===== src/rtl/eflags_wb_pkg.sv =====
// Shared constants for the EFLAGS writeback block: image bit positions,
// internal 7-flag vector layout and shadow-stack FSM encodings.
package eflags_wb_pkg;

    localparam int unsigned IMG_W   = 32;
    localparam int unsigned FLG6_W  = 6;
    localparam int unsigned FLG7_W  = 7;
    localparam int unsigned DEPTH_W = 3;

    // Bit positions inside the packed 32-bit EFLAGS image
    localparam int unsigned BIT_CF    = 0;
    localparam int unsigned BIT_RSVD1 = 1;
    localparam int unsigned BIT_PF    = 2;
    localparam int unsigned BIT_AF    = 4;
    localparam int unsigned BIT_ZF    = 6;
    localparam int unsigned BIT_SF    = 7;
    localparam int unsigned BIT_DF    = 10;
    localparam int unsigned BIT_OF    = 11;

    // Internal 7-flag vector; bits 5:0 match the {OF,SF,ZF,AF,PF,CF} pipeline order
    localparam int unsigned F_CF = 0;
    localparam int unsigned F_PF = 1;
    localparam int unsigned F_AF = 2;
    localparam int unsigned F_ZF = 3;
    localparam int unsigned F_SF = 4;
    localparam int unsigned F_OF = 5;
    localparam int unsigned F_DF = 6;

    typedef enum logic [1:0] {
        ST_EMPTY  = 2'd0,
        ST_ACTIVE = 2'd1,
        ST_FULL   = 2'd2
    } nest_state_e;

endpackage


===== src/rtl/eflags_wb_pack.sv =====
// Pure wiring between the internal 7-flag vector and the 32-bit EFLAGS image.
module eflags_pack
    import eflags_wb_pkg::*;
(
    input  logic [FLG7_W-1:0] flags_in,
    output logic [IMG_W-1:0]  image_out,
    input  logic [IMG_W-1:0]  image_in,
    output logic [FLG7_W-1:0] flags_out
);

    // Bits outside the architectural flag set are intentionally dropped
    logic unused_image_bits;
    assign unused_image_bits = ^{image_in[31:12], image_in[9:8], image_in[5],
                                 image_in[3], image_in[1]};

    // Pack: reserved bit 1 reads as one, everything else unused reads as zero
    always_comb begin
        image_out            = '0;
        image_out[BIT_RSVD1] = 1'b1;
        image_out[BIT_CF]    = flags_in[F_CF];
        image_out[BIT_PF]    = flags_in[F_PF];
        image_out[BIT_AF]    = flags_in[F_AF];
        image_out[BIT_ZF]    = flags_in[F_ZF];
        image_out[BIT_SF]    = flags_in[F_SF];
        image_out[BIT_DF]    = flags_in[F_DF];
        image_out[BIT_OF]    = flags_in[F_OF];
    end

    // Unpack: pick the seven architectural flags out of a POPF image
    always_comb begin
        flags_out       = '0;
        flags_out[F_CF] = image_in[BIT_CF];
        flags_out[F_PF] = image_in[BIT_PF];
        flags_out[F_AF] = image_in[BIT_AF];
        flags_out[F_ZF] = image_in[BIT_ZF];
        flags_out[F_SF] = image_in[BIT_SF];
        flags_out[F_DF] = image_in[BIT_DF];
        flags_out[F_OF] = image_in[BIT_OF];
    end

endmodule


===== src/rtl/eflags_wb.sv =====
// Architectural EFLAGS register with POPF commit and an ISR shadow stack.
// Optional macro EFLAGS_BYPASS_EN: forward next-state CF/AF/DF to execute.
module eflags_wb
    import eflags_wb_pkg::*;
#(
    parameter int unsigned NEST_DEPTH = 2
) (
    input  logic               clk,
    input  logic               rst_n,
    input  logic               wb_valid,
    input  logic               wb_stall,
    input  logic [FLG6_W-1:0]  wb_flags,
    input  logic [FLG6_W-1:0]  wb_ld_flags,
    input  logic               wb_cmps_sel,
    input  logic [FLG6_W-1:0]  wb_cmps_flags,
    input  logic               wb_ld_df,
    input  logic               wb_df_val,
    input  logic               wb_popf,
    input  logic [IMG_W-1:0]   wb_popf_data,
    input  logic               isr_enter,
    input  logic               iret,
    output logic [IMG_W-1:0]   eflags,
    output logic               cf_out,
    output logic               af_out,
    output logic               df_out,
    output logic [DEPTH_W-1:0] nest_depth,
    output logic               nest_err
);

    logic [FLG7_W-1:0]  flags_q, flags_d;
    logic [FLG7_W-1:0]  stack_q [NEST_DEPTH];
    logic [FLG7_W-1:0]  stack_d [NEST_DEPTH];
    nest_state_e        state_q, state_d;
    logic [DEPTH_W-1:0] depth_q, depth_d;
    logic               nest_err_q, nest_err_d;

    logic               commit, push_req, pop_req;
    logic               push_ok, pop_ok, err_evt;
    logic [DEPTH_W-1:0] wr_idx;
    logic [FLG6_W-1:0]  src;
    logic [FLG7_W-1:0]  upd, top_entry, popf_flags;

    assign commit   = wb_valid & ~wb_stall;
    assign push_req = isr_enter & ~wb_stall;
    assign pop_req  = iret & ~wb_stall;

    eflags_pack u_pack (
        .flags_in  (flags_q),
        .image_out (eflags),
        .image_in  (wb_popf_data),
        .flags_out (popf_flags)
    );

    // Read the current top-of-stack entry (none when empty)
    always_comb begin
        top_entry = '0;
        for (int unsigned i = 0; i < NEST_DEPTH; i++) begin
            if (DEPTH_W'(i) == depth_q - DEPTH_W'(1)) top_entry = stack_q[i];
        end
    end

    // Flag next state: commit update or POPF, then a successful pop overrides
    always_comb begin
        src = wb_cmps_sel ? wb_cmps_flags : wb_flags;
        upd = flags_q;
        if (commit) begin
            if (wb_popf) begin
                upd = popf_flags;
            end else begin
                for (int unsigned i = 0; i < FLG6_W; i++) begin
                    if (wb_ld_flags[i]) upd[i] = src[i];
                end
                if (wb_ld_df) upd[F_DF] = wb_df_val;
            end
        end
        flags_d = pop_ok ? top_entry : upd;
    end

    // FSM outputs: which stack operations actually happen this cycle
    always_comb begin
        pop_ok  = pop_req && (state_q != ST_EMPTY);
        push_ok = push_req && ((state_q != ST_FULL) || pop_ok);
        wr_idx  = pop_ok ? depth_q - DEPTH_W'(1) : depth_q;
        err_evt = (pop_req && (state_q == ST_EMPTY)) || (push_req && !push_ok);
    end

    // FSM next state: depth, occupancy state, sticky error and stack contents
    always_comb begin
        depth_d = depth_q;
        case ({push_ok, pop_ok})
            2'b10:   depth_d = depth_q + DEPTH_W'(1);
            2'b01:   depth_d = depth_q - DEPTH_W'(1);
            default: depth_d = depth_q;
        endcase
        if (depth_d == '0)                         state_d = ST_EMPTY;
        else if (depth_d == DEPTH_W'(NEST_DEPTH))  state_d = ST_FULL;
        else                                       state_d = ST_ACTIVE;
        nest_err_d = nest_err_q | err_evt;
        for (int unsigned i = 0; i < NEST_DEPTH; i++) begin
            stack_d[i] = stack_q[i];
            if (push_ok && (wr_idx == DEPTH_W'(i))) stack_d[i] = flags_d;
        end
    end

    // State register with synchronous active-low reset
    always_ff @(posedge clk) begin
        if (!rst_n) begin
            flags_q    <= '0;
            state_q    <= ST_EMPTY;
            depth_q    <= '0;
            nest_err_q <= 1'b0;
            for (int unsigned i = 0; i < NEST_DEPTH; i++) stack_q[i] <= '0;
        end else begin
            flags_q    <= flags_d;
            state_q    <= state_d;
            depth_q    <= depth_d;
            nest_err_q <= nest_err_d;
            for (int unsigned i = 0; i < NEST_DEPTH; i++) stack_q[i] <= stack_d[i];
        end
    end

    assign nest_depth = depth_q;
    assign nest_err   = nest_err_q;

`ifdef EFLAGS_BYPASS_EN
    assign cf_out = flags_d[F_CF];
    assign af_out = flags_d[F_AF];
    assign df_out = flags_d[F_DF];
`else
    assign cf_out = flags_q[F_CF];
    assign af_out = flags_q[F_AF];
    assign df_out = flags_q[F_DF];
`endif

endmodule


===== config.mk =====
export PLATFORM = sky130hd
export DESIGN_NAME = eflags_wb
export DESIGN_NICKNAME = d
export VERILOG_FILES = /design/src/rtl/eflags_wb_pkg.sv /design/src/rtl/eflags_wb_pack.sv /design/src/rtl/eflags_wb.sv
export SDC_FILE = /design/constraint.sdc
export NUM_CORES = 1
export LEC_CHECK = 0
export CORE_MARGIN = 4
export CORE_UTILIZATION = 35
export DETAILED_ROUTE_END_ITERATION = 12
export GPL_TIMING_DRIVEN = 0
export PLACE_DENSITY = 0.82
export SKIP_LAST_GASP = 1
export SLEW_MARGIN = 20
export SYNTH_ARGS = -nofsm -noshare
export SYNTH_HDL_FRONTEND = slang
export SYNTH_SLANG_ARGS = --single-unit

===== constraint.sdc =====
create_clock -name clk -period 2.1 [get_ports clk]
set_input_delay 0.42 -clock clk [delete_from_list [all_inputs] [get_ports clk]]
set_output_delay 0.42 -clock clk [all_outputs]
set_load 0.01 [all_outputs]

==> results of run 1 <==
metal layers:
layer	share of wire, %	vias up	wire length [um]
met5	0	-	0
met1	42	716	1880
met4	0.88	0	40
li1	-	812	-
met3	8.7	4	394
met2	49	54	2210
synth_stat cells, drive strengths merged:
master  number
nor3         3
o21ai        2
and3         2
conb         2
a22o        14
nor2         9
a22oi        1
nand2b       2
a211oi       2
and2         8
buf         33
xnor2        1
clkbuf       3
nand3b       7
dfxtp       27
a21oi       23
or2          1
ha           6
a221oi       7
nand3        1
o311ai       6
mux2i        6
and3b        2
nor2b        1
nor3b        2
o31ai        2
o211ai       2
inv         14
a221o        1
nand2        4
o21a         1
cells in the final DEF, fill, tap and decap left out, types with 3 or more instances in the layout:
cell             netlist  final
a21oi_1               21     20
a21oi_2                2      3
a221oi_2               7      7
a22o_1                14     14
and2_1                 8      8
buf_4                 30     36
clkbuf_1               3      3
clkbuf_8               0      3
clkdlybuf4s50_1        0     45
conb_1                 2     25
dfxtp_1               27     25
ha_1                   6      3
inv_1                 13     12
mux2i_1                6      6
nand2_1                4      4
nand3b_1               7      7
nor2_1                 7      7
nor3_1                 3      3
o311ai_1               4      4
worst reg2reg max path, stage by stage (launching register included):
cell        delay, ns
dfxtp_4          0.41
clkinvlp_4       0.11
ha_2             0.21
xnor2_1          0.14
and3b_1          0.18
buf_2            0.19
a221oi_2         0.29
a21oi_1          0.12
a22o_1           0.22
registers in the layout, summed over array words and instances (netlist names):
name and cells:
flags_q 7, nest_depth 3, nest_err 1, stack_q 14, state_q 2
repair_timing:
item	in CTS	in global routing
hold buffers	0	0
setup endpoints to repair	24	20
pin swaps	2	3
resized for setup	5	9
buffers inserted	2	4
kinds of logic after synthesis:
logic type	Yosys count	synth area share (%)
AOI/OAI and AO/OA	61	28.5
xor gates and xnor gates	1	0.489
adders and majority gates	6	4.19
buffers and inverters	50	17.6
DFF	27	30.2
muxes	6	3.35
other	2	0.419
and+or+nand+nor	42	15.2
metrics by stage:
stage / cells / worst slack [ns] / cell area [um^2]
after floorplan: 218 / 0.0688 / 1880
after CTS: 338 / 0.00960 / 2500
final: 342 / 0.125 / 2560
after global placement: 332 / -0.632 / 2430
after global routing: 342 / 0.00419 / 2560
after detailed placement: 332 / -0.658 / 2430
final timing paths:
path                  startpoint             end  slack [ns]  cells past startpoint
setup / recovery       isr_enter      state_q[0]        0.13                      8
hold / removal    stack_q[0][11]  stack_q[0][11]        0.52                      1
setup reg to reg   nest_depth[0]   stack_q[0][8]        0.13                      8
hold reg to reg   stack_q[0][11]  stack_q[0][11]        0.52                      1
cell type report:
| type | count | area [um^2] |
|---|---|---|
| tap | 67 | 83.8 |
| timing repair buffer | 53 | 514 |
| sequential | 27 | 546 |
| clock inverter | 1 | 7.51 |
| inverter | 14 | 61.3 |
| multi-input combinational | 141 | 1050 |
| clock buffer | 3 | 41.3 |
| fill | 437 | 2280 |
| buffer | 36 | 258 |
power by group:
part	internal [mW]	switching [mW]
sequential	0.540	0.0266
clock	0.135	0.172
combinational	0.219	0.191
total	0.894	0.389
==> results by group, run 1 <==
Power and ir drop
  • Tot Pwr: 1.28 mW
  • Leak pwr: 1.15 nW
  • Pwr dens: 500 nW/um^2
  • Maximum vdd ir drop: 261 uV

CTS
  • Htree depth: 1
  • CTS clk-pin slew, worst paths: 0.10 ns
  • Clk_lat worst skew: 0.28 ns
  • CTS tree: yes
  • Root Driver: clkbuf_8
  • Clock tree buffer depth: 2
  • CTS buffer count: 3
  • Clk sinks: 27

STA
  • Tmin final: slightly below 2 ns
  • Final hold vios: 0
  • Final cycle utilization of the critical path: 94.0%
  • WHS: 0.515 ns
  • Final clock skew: 0.00146 ns
  • Setup_tns: 0 ns
  • RSZ-0062 raised after global routing: false
  • Fin. max-slew vios: 0
  • Setup violators final: 0
  • FMAX: approximately 510 MHz

Die
  • Initial cell density of the core: 36.9%
  • Ports: between 90 and 100
  • Die area: between 6000 and 7000 um^2
  • Die width: 79.5 um
  • Die height: 79.5 um
  • Site Rows: 25
  • Core outline area: 4850 um^2

Route
  • Drt total wl: 4.52 mm
  • Via-to-Cell Ratio: 4.64
  • Initial DRC count: 78
  • DRC Markers: 0
  • Via Count: 1586
  • Pre-Repair DR Iteration Count: 4
  • WL/cell: 13.2 um
  • Post-route ant nets: 0

Worst setup path
  • Critical path data required time: between 2 and 2.5 ns
  • Worst path buffer plus inverter count: 2
  • Worst setup EP type: flip-flop
  • CP max-delay cell: clkdlybuf4s50_1
  • CP Max Fanout: 5
  • Max stage delay on crit path: around 0.43 ns
  • CP arrival: 2.15 ns
  • Setup CP Type: in -> reg
  • Cells along the critical path: clkdlybuf4s50_1 -> nor3b_4 -> buf_4 -> ha_2 -> a221o_1 -> a21oi_2 -> nor2_1 -> or2_1
  • CP Launch Type: input port
  • CP delay by family, top: buffers and inverters

GRT
  • Largest net degree at the start of global routing: 17
  • Initial antenna violation count: 0
  • M3 GR Usage: 3.84%
  • GRT busiest layer: met2
  • Vias in the first global route: 1526
  • Grt total ovfl: 0
  • First-pass GRT wire length: roughly 7 mm
  • Overall Global Routing Usage: 13.3%
  • M1 GR Usage: approximately 15%
  • Met2 usage: 24.1%

Synthesis
  • Post-Synthesis Cells: 195
  • Synth warnings: 0
  • Yosys cell types: 40
  • Seq/Total Area, Yosys: a little under a third
  • Mapped cell area: 1790 um^2
  • Synth area leaders: dfxtp_1 30%, buf_4 13%, a22o_1 6.8%
  • Number of synthesized register bits: 27
  • Syn Area/Cell: 9.18 um^2
  • Post-synth top area cell: dfxtp_1
  • Yosys top cell area share: 30.2%

Placement
  • Number of port buffers: 47
  • Final GP Congestion: 0.786
  • DP Wirelength: 3.40 mm

Final layout
  • N_diodes: 0
  • Final Util: 52.9%
  • Area Overhead vs Synth: 43.3%
  • Share of layout cells above drive strength 1: approximately a quarter
  • Final net count: between 300 and 400

Hold path
  • Hold crit path type: reg -> reg

Outcome
  • Status: finished clean

Job
  • Max-cap violations: 0
(Power assumes the default switching activity.)
==> run 2, diff against run 1 <==
--- a/config.mk
+++ b/config.mk
@@ -6,10 +6,10 @@
 export NUM_CORES = 1
 export LEC_CHECK = 0
 export CORE_MARGIN = 4
-export CORE_UTILIZATION = 35
+export CORE_UTILIZATION = 25
 export DETAILED_ROUTE_END_ITERATION = 12
 export GPL_TIMING_DRIVEN = 0
-export PLACE_DENSITY = 0.82
+export PLACE_DENSITY = 0.63
 export SKIP_LAST_GASP = 1
 export SLEW_MARGIN = 20
 export SYNTH_ARGS = -nofsm -noshare
==> results by group, run 2 (synthesis results as in run 1) <==
Worst setup path
  • R2R cell count: 8 (unchanged)
  • Worst reg-to-reg setup slack: 0.09 ns (was 0.13 ns)
  • Setup CP Type: in -> reg (unchanged)
  • Worst Setup EP: state_q[0] (unchanged)
  • RR Startpoint: state_q[1] (was nest_depth[0])
  • Critical path data required time: 2.27 ns (was 2.28 ns)
  • Reg2reg end: state_q[0] (was stack_q[0][8])
  • CP Launch Type: input port (unchanged)
  • CP Max Fanout: 5 (unchanged)
  • Crit path from: isr_enter (unchanged)
  • Worst setup EP type: flip-flop (unchanged)
  • CP arrival: 2.23 ns (was 2.15 ns)

GRT
  • Initial antenna violation count: 0 (unchanged)
  • First-pass GRT wire length: 7.27 mm (was 6.86 mm)
  • Largest net degree at the start of global routing: 17 (unchanged)
  • Vias in the first global route: 1587 (was 1526)
  • Grt total ovfl: 0 (unchanged)
  • Overall Global Routing Usage: 10.1% (was 13.3%)

Route
  • Via-to-Cell Ratio: 4.23 (was 4.64)
  • Via Count: 1566 (was 1586)
  • Pre-Repair DR Iteration Count: 4 (unchanged)
  • WL/cell: 12.1 um (was 13.2 um)
  • Initial DRC count: 94 (was 78)
  • Post-route ant nets: 0 (unchanged)
  • DRC Markers: 0 (unchanged)
  • Drt total wl: 4.48 mm (was 4.52 mm)

Final layout
  • Most common cell after layout, fill and taps aside: clkdlybuf4s50_1 (unchanged)
  • Area Overhead vs Synth: 46.2% (was 43.3%)
  • Final net count: 341 (was 342)
  • Finished Layout Cells: 370 (was 342)
  • Commonest cells after routing, fill and taps aside: 45 x clkdlybuf4s50_1, 35 x buf_4, 25 x conb_1, 25 x dfxtp_1, 18 x a21oi_1 (was 45 x clkdlybuf4s50_1, 36 x buf_4, 25 x conb_1, 25 x dfxtp_1, 20 x a21oi_1)
  • Max reg flops: 14 (unchanged)
  • Share of layout cells above drive strength 1: 23.7% (was 24.4%)
  • N_diodes: 0 (unchanged)
  • Reg with most FFs: stack_q (unchanged)

Placement
  • Number of port buffers: 47 (unchanged)
  • DP Wirelength: 3.44 mm (was 3.40 mm)
  • Final GP Congestion: 0.735 (was 0.786)
  • Cell total after placement: 361 (was 332)

STA
  • Final hold vios: 0 (unchanged)
  • Final cycle utilization of the critical path: 98.1% (was 94.0%)
  • FMAX: 486 MHz (was 506 MHz)
  • WHS: 0.510 ns (was 0.515 ns)
  • Final clock skew: 0.00270 ns (was 0.00146 ns)
  • Setup violators final: 0 (unchanged)
  • Fin. max-slew vios: 0 (unchanged)
  • Tmin final: 2.06 ns (was 1.97 ns)
  • RSZ-0062 raised after global routing: true (was false)

CTS
  • Hold-fix buffers at CTS: 0 (unchanged)
  • Htree depth: 1 (unchanged)
  • CTS tree: yes (unchanged)
  • CTS buffer count: 3 (unchanged)
  • Clk sinks: 27 (unchanged)
  • Root Driver: clkbuf_8 (unchanged)
  • Clock tree buffer depth: 2 (unchanged)
  • CTS clk-pin slew, worst paths: 0.09 ns (was 0.10 ns)
  • Clk_lat worst skew: 0.27 ns (was 0.28 ns)

Power and ir drop
  • Leak pwr: 1.14 nW (was 1.15 nW)
  • Pwr dens: 485 nW/um^2 (was 500 nW/um^2)
  • Maximum vdd ir drop: 173 uV (was 261 uV)

Die
  • Die width: 92.6 um (was 79.5 um)
  • Core outline area: 6870 um^2 (was 4850 um^2)
  • Ports: 99 (unchanged)
  • Die height: 92.6 um (was 79.5 um)
  • Initial cell density of the core: 26.1% (was 36.9%)
  • Die area: 8580 um^2 (was 6320 um^2)
  • Site Rows: 30 (was 25)

Outcome
  • Status: finished clean (unchanged)

Hold path
  • Hold crit path type: reg -> reg (unchanged)

Job
  • Max-cap violations: 0 (unchanged)
[run 2: cell types whose count changed in the layout (fill, tap and decap cells not counted), sizes merged]
cell           change
clkinvlp           -1
clkdlybuf4s15      -1
clkbuf             +1
inv                +1
dlygate4sd2        +1
buf                -2
[run 2: how the worst min path moves through the flow]
| stage | startpoint | endpoint | depth (start not counted) |
|---|---|---|---|
| 2_1_floorplan | stack_q[0][6] | stack_q[0][6] | 1 |
| 3_3_place_gp | stack_q[0][7] | stack_q[0][7] | 1 |
| 3_5_place_dp | stack_q[0][7] | stack_q[0][7] | 1 |
| 4_1_cts | stack_q[0][6] | stack_q[0][6] | 1 |
| 5_1_grt | stack_q[0][8] | stack_q[0][8] | 1 |
| 6_report | nest_err | nest_err | 2 |
[run 2: layout make-up]
| class | count | area, um^2 |
|---|---|---|
| Buffer | 36 | 260 |
| Clock buffer | 3 | 41.3 |
| Clock inverter | 1 | 7.51 |
| Fill cell | 697 | 4250 |
| Inverter | 14 | 57.6 |
| Multi-Input combinational cell | 141 | 1080 |
| Sequential cell | 27 | 546 |
| Tap cell | 96 | 120 |
| Timing Repair Buffer | 52 | 505 |
[run 2: repair_timing]
item | CTS | global route
pin swaps | 2 | 0
setup endpoints to repair | 24 | 21
buffers inserted | 2 | 3
resized for setup | 5 | 10
[run 2: critical path: stages]
cell	delay [ns]
clkdlybuf4s50_1	0.44
nor3b_4	0.17
buf_4	0.16
ha_1	0.23
a221o_1	0.37
a21oi_2	0.15
nor2_1	0.06
or2_1	0.23
[run 2: layer usage]
layer  wire (um)  vias up  track usage [%]
li1            -      808                -
met1        1930      700             12.2
met2        2140       54             17.5
met3         345        4             1.79
met4          57        0             4.03
met5           0        -                0
[run 2: per-stage QoR]
| stage | area, um^2 | setup WS [ns] | util [%] | power [mW] | TNS [ns] |
|---|---|---|---|---|---|
| detailed placement | 2470 | -0.652 | 35.9 | 0.961 | -5.05 |
| global placement | 2470 | -0.658 | 35.9 | 0.960 | -4.62 |
| global route | 2620 | -0.0575 | 38.1 | 1.35 | -0.0575 |
| finish | 2620 | 0.0405 | 38.1 | 1.27 | 0 |
| CTS | 2540 | 0.00826 | 36.9 | 1.26 | 0 |
| floorplan | 1880 | 0.0688 | - | 0.811 | 0 |
[run 2: report_power, final]
group | total [mW] | switching, mW | leakage (nW) | internal, mW
Combinational | 0.405 | 0.188 | 0.902 | 0.217
Sequential | 0.565 | 0.0258 | 0.221 | 0.540
Clock | 0.298 | 0.163 | 0.0217 | 0.135
==> edit (flow settings as in run 1) <==
Encoding of `nest_state_e`: now one-hot (3 bits for 3 states).
--- a/src/rtl/eflags_wb_pkg.sv
+++ b/src/rtl/eflags_wb_pkg.sv
@@ -26,10 +26,10 @@
     localparam int unsigned F_OF = 5;
     localparam int unsigned F_DF = 6;
 
-    typedef enum logic [1:0] {
-        ST_EMPTY  = 2'd0,
-        ST_ACTIVE = 2'd1,
-        ST_FULL   = 2'd2
+    typedef enum logic [2:0] {
+        ST_EMPTY  = 3'b001,
+        ST_ACTIVE = 3'b010,
+        ST_FULL   = 3'b100
     } nest_state_e;
 
 endpackage
Check against the original RTL: same outputs for any inputs over 10 cycles, from zero or initial values and one cycle with rst_n low; not proved beyond that.
==> edit against run 1 <==
  * Wire length up 14%
  * Clock power increased by 42%
  * Via count is 13% higher
  * Sequential cell count up 1
  * Cell area grew 6.5%
  * Total power grew 27%
  * Setup slack worse by 0.092 ns
  * Area after synthesis decreased by 1.8%
==> edit: results (changes against run 1) <==
- 348 — Final nets, was 342
- compound AO/OA/AOI/OAI gates — category of cells accounting for the largest share of critical-path delay, was buffers and inverters
- 0.615 mW — power of the sequential group, was 0.566 mW
- 0.164 — total routing resource utilization after global routing, was 0.133
- 46 — I/O Buffers, was 47
- 138 — violation count after the first detailed-routing iteration, was 78
- 0.292 — fraction of final layout cells with drive strength greater than 1, was 0.244
- 2580 um — length of routed met2 wiring, was 2210 um
- 0.480 ns — Final Hold Slack, was 0.515 ns
- 0.582 mW — Logic power comb, was 0.410 mW
- 5150 um — post-detailed-routing wire length, was 4520 um
- nest_err — Worst Hold Endpoint, was stack_q[0][11]
- 38 — Yosys cell types, was 40
- nest_err — critical hold path startpoint, was stack_q[0][11]
- 0.984 — final worst-path cycle share, was 0.940
- finished, final reports clean — status, unchanged
- 7 — peak fanout along the critical path, was 5
- 0.312 — switching share of power, was 0.303
- 0.51 ns — delay of the slowest cell on the worst path, was 0.43 ns
- 2390 um^2 — Placed Instance Area, was 2430 um^2
- 486 um — routed length on met3, was 394 um
- 6 — FF-to-FF path depth, was 8
- 1.07 nW — leakage power summed over all cells, was 1.15 nW
- 0.000303 V — Max IR drop VDD, was 0.000261 V
- stack_q[0][1] — last element of the critical path, was state_q[0]
- 1800 — routed vias, was 1586
- nest_depth[1] — start point of the critical path, was isr_enter
- 0.435 mW — power of the clock network, was 0.307 mW
- 0.307 — met2 usage, was 0.241
- or4_4 — Slowest-stage cell, CP, was clkdlybuf4s50_1
- 339 — Post-Place Cells, was 332
- 2020 um — WL met1, was 1880 um
-- edit: logic make-up after synthesis --
| group | after synthesis | synth area share |
|---|---|---|
| AND/OR/NAND/NOR | 71 | 0.227 |
| flip-flops | 28 | 0.319 |
| AO/OA/AOI/OAI | 46 | 0.213 |
| other | 2 | 0.00427 |
| XOR/XNOR | 1 | 0.00498 |
| buffers and inverters | 43 | 0.155 |
| adder cells (fa/ha/maj) | 6 | 0.0427 |
| multiplexers | 6 | 0.0342 |
-- edit: repair_timing --
item,4_1_cts,5_1_grt
pin swaps,7,6
gates resized for setup,27,22
setup endpoints to repair,27,17
cloned,0,0
buffers inserted,4,1
-- edit: cell type report --
type,count,area [um^2]
Fill cell,406,2050
Multi-Input combinational cell,155,1240
Sequential cell,28,571
Timing Repair Buffer,51,490
Buffer,35,243
Tap cell,67,83.8
Clock buffer,3,41.3
Inverter,8,31.3
Clock inverter,1,30.0
